## config.mk

```make
export PLATFORM = sky130hd
export DESIGN_NAME = chnlnk_rdout_sched
export DESIGN_NICKNAME = d
export VERILOG_FILES = /design/src/rtl/chnlnk_rdout_sched.sv
export SDC_FILE = /design/constraint.sdc
export NUM_CORES = 1
export LEC_CHECK = 0
export CAP_MARGIN = 20
export CORE_UTILIZATION = 57
export CTS_CLUSTER_DIAMETER = 60
export CTS_CLUSTER_SIZE = 24
export DETAILED_ROUTE_END_ITERATION = 16
export GPL_ROUTABILITY_DRIVEN = 0
export PLACE_DENSITY = 0.84
export SYNTH_ARGS = -nofsm -noshare
export SYNTH_HDL_FRONTEND = slang
export SYNTH_SLANG_ARGS = --single-unit
```

## constraint.sdc

```tcl
create_clock -name i_clk -period 9.8 [get_ports i_clk]
set_input_delay 1.47 -clock i_clk [delete_from_list [all_inputs] [get_ports i_clk]]
set_output_delay 1.47 -clock i_clk [all_outputs]
set_load 0.02 [all_outputs]
```

## src/rtl/chnlnk_rdout_sched.sv

```systemverilog
// chnlnk_rdout_sched: releases pending L1A-matched events to the framer one at a time, with watchdog and sticky errors
module chnlnk_rdout_sched #(
    parameter int CNT_W = 4,
    parameter int TMO   = 1023,
    parameter int GAP   = 2
) (
    input  logic             i_clk,
    input  logic             i_rst_b,
    input  logic             i_en,
    input  logic             i_clr_err,
    input  logic             i_l1a_match,
    input  logic [6:0]       i_samp_max,
    input  logic             i_frm_busy,
    input  logic             i_frm_last,
    output logic             o_l1a_buf_mt,
    output logic [6:0]       o_evt_samp,
    output logic [CNT_W-1:0] o_evt_pend,
    output logic             o_evt_done,
    output logic             o_ovfl,
    output logic             o_tmo_err,
    output logic [1:0]       o_sched_state
);
    typedef enum logic [1:0] {S_IDLE = 2'd0, S_ARM = 2'd1, S_RUN = 2'd2, S_GAP = 2'd3} state_t;
    state_t      r_state, w_nxt;
    logic [15:0] r_wdog;
    logic [3:0]  r_gap;
    logic        w_busy_ph, w_tmo, w_grant, w_retire, w_full;
    assign w_busy_ph     = (r_state == S_ARM) || (r_state == S_RUN);
    assign w_tmo         = w_busy_ph && (r_wdog == 16'(TMO));
    assign w_full        = (o_evt_pend == '1);
    assign o_sched_state = r_state;
    // next-state: grant in IDLE, framer handshake in ARM/RUN, watchdog overrides both
    always_comb begin
        w_nxt   = r_state;
        w_grant = 1'b0;
        case (r_state)
            S_IDLE: if (i_en && o_evt_pend != '0) begin
                w_nxt   = S_ARM;
                w_grant = 1'b1;
            end
            S_ARM:  w_nxt = w_tmo ? S_GAP : (i_frm_busy ? S_RUN : S_ARM);
            S_RUN:  w_nxt = (w_tmo || i_frm_last) ? S_GAP : S_RUN;
            S_GAP:  w_nxt = (r_gap == 4'(GAP - 1)) ? S_IDLE : S_GAP;
        endcase
        w_retire = w_busy_ph && (w_nxt == S_GAP);
    end
    // state, watchdog and gap counters
    always_ff @(posedge i_clk or negedge i_rst_b) begin
        if (!i_rst_b) begin
            r_state <= S_IDLE;
            r_wdog  <= '0;
            r_gap   <= '0;
        end else begin
            r_state <= w_nxt;
            r_wdog  <= w_grant ? '0 : (w_busy_ph ? r_wdog + 16'd1 : r_wdog);
            r_gap   <= (r_state == S_GAP && w_nxt == S_GAP) ? r_gap + 4'd1 : '0;
        end
    end
    // framer request, sample latch, done pulse and saturating pending count
    always_ff @(posedge i_clk or negedge i_rst_b) begin
        if (!i_rst_b) begin
            o_l1a_buf_mt <= 1'b1;
            o_evt_samp   <= 7'd1;
            o_evt_pend   <= '0;
            o_evt_done   <= 1'b0;
        end else begin
            o_l1a_buf_mt <= (w_nxt != S_ARM);
            o_evt_samp   <= w_grant ? ((i_samp_max == 7'd0) ? 7'd1 : i_samp_max) : o_evt_samp;
            o_evt_done   <= w_retire;
            o_evt_pend   <= (i_l1a_match && !w_retire && !w_full) ? o_evt_pend + CNT_W'(1) :
                            (!i_l1a_match && w_retire) ? o_evt_pend - CNT_W'(1) : o_evt_pend;
        end
    end
    // sticky errors; a new error in the clear cycle stays set
    always_ff @(posedge i_clk or negedge i_rst_b) begin
        if (!i_rst_b) begin
            o_ovfl    <= 1'b0;
            o_tmo_err <= 1'b0;
        end else begin
            o_ovfl    <= (i_l1a_match && !w_retire && w_full) || (o_ovfl && !i_clr_err);
            o_tmo_err <= w_tmo || (o_tmo_err && !i_clr_err);
        end
    end
endmodule

```

==> results.py <==
metrics = {
    "cells_and_area": {
        "layout-drive-gt1-share_pct": 12.0,
        "area.growth.synth_to_final_pct": 23.2,
        "antenna_cells": 0,
        "stdcell_count": 261,
        "finalNetCount": 241,
        "fin_area_um2": 2350,
    },
    "drt": {
        "drt-wirelength-per-cell_um": 15.6,
        "post-route-drc-count": 0,
        "wl_mm": 4.07,
        "drtPass1Iterations": 4,
        "via_per_inst": 5.74,
        "dr_total_vias": 1499,
        "drt_first_iter_violations": 101,
        "ant_nets": 0,
    },
    "clock_tree": {
        "numCtsBuffers": 5,
        "cts_setup_buffers": 0,
        "cts_tree": "done",
        "htree_levels": 2,
        "cts.sinks": 37,
        "ctsResizeCount": 0,
        "clkSlewWorstSetupHoldPaths_ns": 0.11,
        "clkLatencyLatePin_ns": 0.34,
        "root_buffer": "clkbuf_4",
        "clk_path_buf_depth": 2,
        "hold_buffers": 0,
    },
    "synth": {
        "yosysUniqueCellTypes": 42,
        "synthCells": 180,
        "syn-num-nets": 205,
        "yosys_warnings": 0,
        "yosysTopAreaCell": "dfrtp_1",
        "synth-seq-cells": 37,
        "synth_area_um2": 1910,
        "synth_top_area_share_pct": 45.9,
        "synth_edf_count": 0,
        "synth_area_leaders": "dfrtp_1 (46%), ha_1 (6.6%), xor2_1 (4.6%), nor2_1 (4.5%), mux2_2 (3.5%)",
        "seq_area_frac_synth_pct": 48.6,
        "avgSynthCellArea_um2": 10.6,
        "synthArstFlopShare_pct": 100,
        "synthFlopType": "dfrtp_1",
    },
    "power_and_ir_drop": {
        "cellLeakagePower_nw": 1.03,
        "sequentialPowerShare_pct": 33.4,
        "pwr-share-clk_pct": 15.5,
        "p_sw_uw": 292,
        "combPwrFrac_pct": 51.1,
        "p_int_uw": 423,
        "power.density_nw_per_um2": 304,
        "worst_ir_drop_vdd_mv": 0.174,
        "sw_frac_of_total_pct": 40.8,
    },
    "setup_path": {
        "critPathCaptureType": "flop",
        "crit_fanout": 5,
        "rr_worst_depth": 13,
        "critical_path_class": "in -> reg",
        "endpoint": "o_evt_pend[3]",
        "r2r_slack_ns": 5.92,
        "critPathLaunch": "i_frm_busy",
        "startpoint_type": "primary input",
        "cp.required_ns": 10.02,
        "r2r-end": "o_evt_pend[3]",
        "r2r-start": "o_sched_state[1]",
        "cp_data_arrival_time_ns": 4.13,
    },
    "timing": {
        "hold_viol": 0,
        "rsz0062_at_grt": "false",
        "fin_crit_sh_pct": 39.9,
        "fmax_mhz": 256,
        "finalCriticalPeriod_ns": 3.91,
        "slew_headroom_pct": 55.1,
        "worst_slew_pin_slew_ns": 0.672,
        "worst_slack_ns": 5.89,
        "maxSlewViolCount": 0,
        "finalSetupTns_ns": 0,
        "skew_ns": 0.00494,
        "finalSetupViolCount": 0,
    },
    "hold_path": {
        "worstHoldPathType": "reg -> reg",
    },
    "floorplan": {
        "rows": 20,
        "die_area_um2": 3590,
        "fp.dieH_um": 59.9,
        "die_x_um": 59.9,
        "boundaryPins": 31,
        "initial_core_util_pct": 61.5,
        "core_um2": 3100,
    },
    "status": {
        "status": "completed",
    },
    "grt": {
        "grt_max_degree": 38,
        "grt_pass1_vias": 1450,
        "grtUsageTotal_pct": 25.3,
        "grt_overflow": 0,
        "antenna_found_initial": 0,
        "grt_first_pass_wirelength_mm": 6.55,
    },
    "placed_design": {
        "dp.cells": 253,
        "place_ws_ns": 5.63,
        "port_buffers": 30,
        "dp_hpwl_mm": 2.92,
        "place_area_um2": 2270,
    },
    "job": {
        "drv_cap": 0,
    },
}
## critical path: stages
cell             delay (ns)
clkdlybuf4s50_1        0.44
a2111oi_1              0.61
a211oi_4               0.17
nand2_2                0.15
o211ai_2               0.14
ha_1                   0.32
a21o_1                 0.18
a21oi_1                0.29
nand4_1                0.16
o21ai_1                0.10
mux2i_1                0.10
## power groups by stage
stage | Clock, mW | Combinational [mW] | Sequential [mW]
after floorplan | 0 | 0.202 | 0.273
after global placement | 0 | 0.341 | 0.237
after detailed placement | 0 | 0.359 | 0.241
after CTS | 0.113 | 0.365 | 0.238
after global routing | 0.118 | 0.398 | 0.244
final | 0.111 | 0.365 | 0.239
## cell families after synthesis
family	count (synthesis)	synth area share, %
xor+xnor	16	7.34
simple gates	66	18.4
flops	37	48.6
buf+inv	13	2.62
compound gates	27	9.76
mux	10	5.64
fa+ha+maj	11	7.60
## layer usage
layer,track usage (%),up-vias,share of wire [%]
met1,29.7,744,41
met5,0,-,0
met4,9.30,0,1.5
met2,44.0,39,53
met3,6.93,8,4.6
li1,-,708,-
## stage by stage
step / utilization [%] / power (mW) / hold WS, ns
4_1_cts: 75.8 / 0.716 / 0.513
3_3_place_gp: 73.1 / 0.578 / 0.483
5_1_grt: 75.8 / 0.760 / 0.533
3_5_place_dp: 73.1 / 0.600 / 0.495
6_report: 75.8 / 0.715 / 0.508
2_1_floorplan: - / 0.475 / 0.460
## registers in the layout, indices dropped and copies added, names as in the netlist
name	count
o_sched_state	2
o_evt_done	1
o_evt_samp	7
r_wdog	16
o_ovfl	1
o_evt_pend	4
o_l1a_buf_mt	1
r_gap	4
o_tmo_err	1
## cell type report
class / count / area, µm²
multi-input cells: 130 / 931
fillers: 241 / 751
inverters: 10 / 37.5
well taps: 44 / 55.1
clock buffers: 7 / 55.1
clock inverters: 1 / 30.0
repair buffers: 32 / 315
flip-flops and latches: 37 / 928
## Yosys cell counts (2+ instances only)
cell type  instances
nand3_1            2
or4bb_1            2
nor2_1            23
or3_1              3
ha_1              10
dfstp_2            2
and3_1             3
nor3_1             4
o21ai_1            3
a21oi_1            9
xnor2_1            6
nand4_1            8
inv_2              2
nand2_2            2
inv_1              8
o21ai_0            5
a2111oi_1          2
nand2_1            8
or4_1              2
mux2_2             6
and2_1             2
xor2_1            10
nor4_1             2
mux2i_1            4
dfrtp_1           35
## placed cells by master (no fill, tap or decap), types with 2 or more instances in the layout
| cell type | instances |
|---|---|
| nor3_1 | 4 |
| and3_1 | 3 |
| buf_4 | 2 |
| nor2_1 | 23 |
| xor2_1 | 10 |
| dfstp_2 | 2 |
| nand2_2 | 2 |
| nand2_1 | 8 |
| inv_1 | 8 |
| inv_2 | 2 |
| dfrtp_1 | 35 |
| or3_1 | 3 |
| a21oi_1 | 9 |
| a2111oi_1 | 2 |
| or4_1 | 2 |
| xnor2_1 | 6 |
| clkdlybuf4s50_1 | 30 |
| mux2_2 | 6 |
| nand4_1 | 8 |
| o21ai_0 | 5 |
| ha_1 | 10 |
| mux2i_1 | 4 |
| nor4_1 | 2 |
| nand3_1 | 2 |
| or4bb_1 | 2 |
| clkbuf_4 | 5 |
| and2_1 | 2 |
| o21ai_1 | 3 |
## worst min path at each step
| stage | startpoint | endpoint | slack [ns] | cells past startpoint |
|---|---|---|---|---|
| CTS | r_gap[0] | r_gap[0] | 0.51 | 1 |
| floorplan | r_gap[0] | r_gap[0] | 0.46 | 1 |
| finish | r_gap[0] | r_gap[0] | 0.51 | 1 |
| detailed placement | o_evt_samp[4] | o_evt_samp[4] | 0.50 | 1 |
| global placement | r_gap[0] | r_gap[0] | 0.48 | 1 |
| global route | o_evt_samp[2] | o_evt_samp[2] | 0.53 | 1 |
Note: power is estimated with default switching activity, not from simulation.
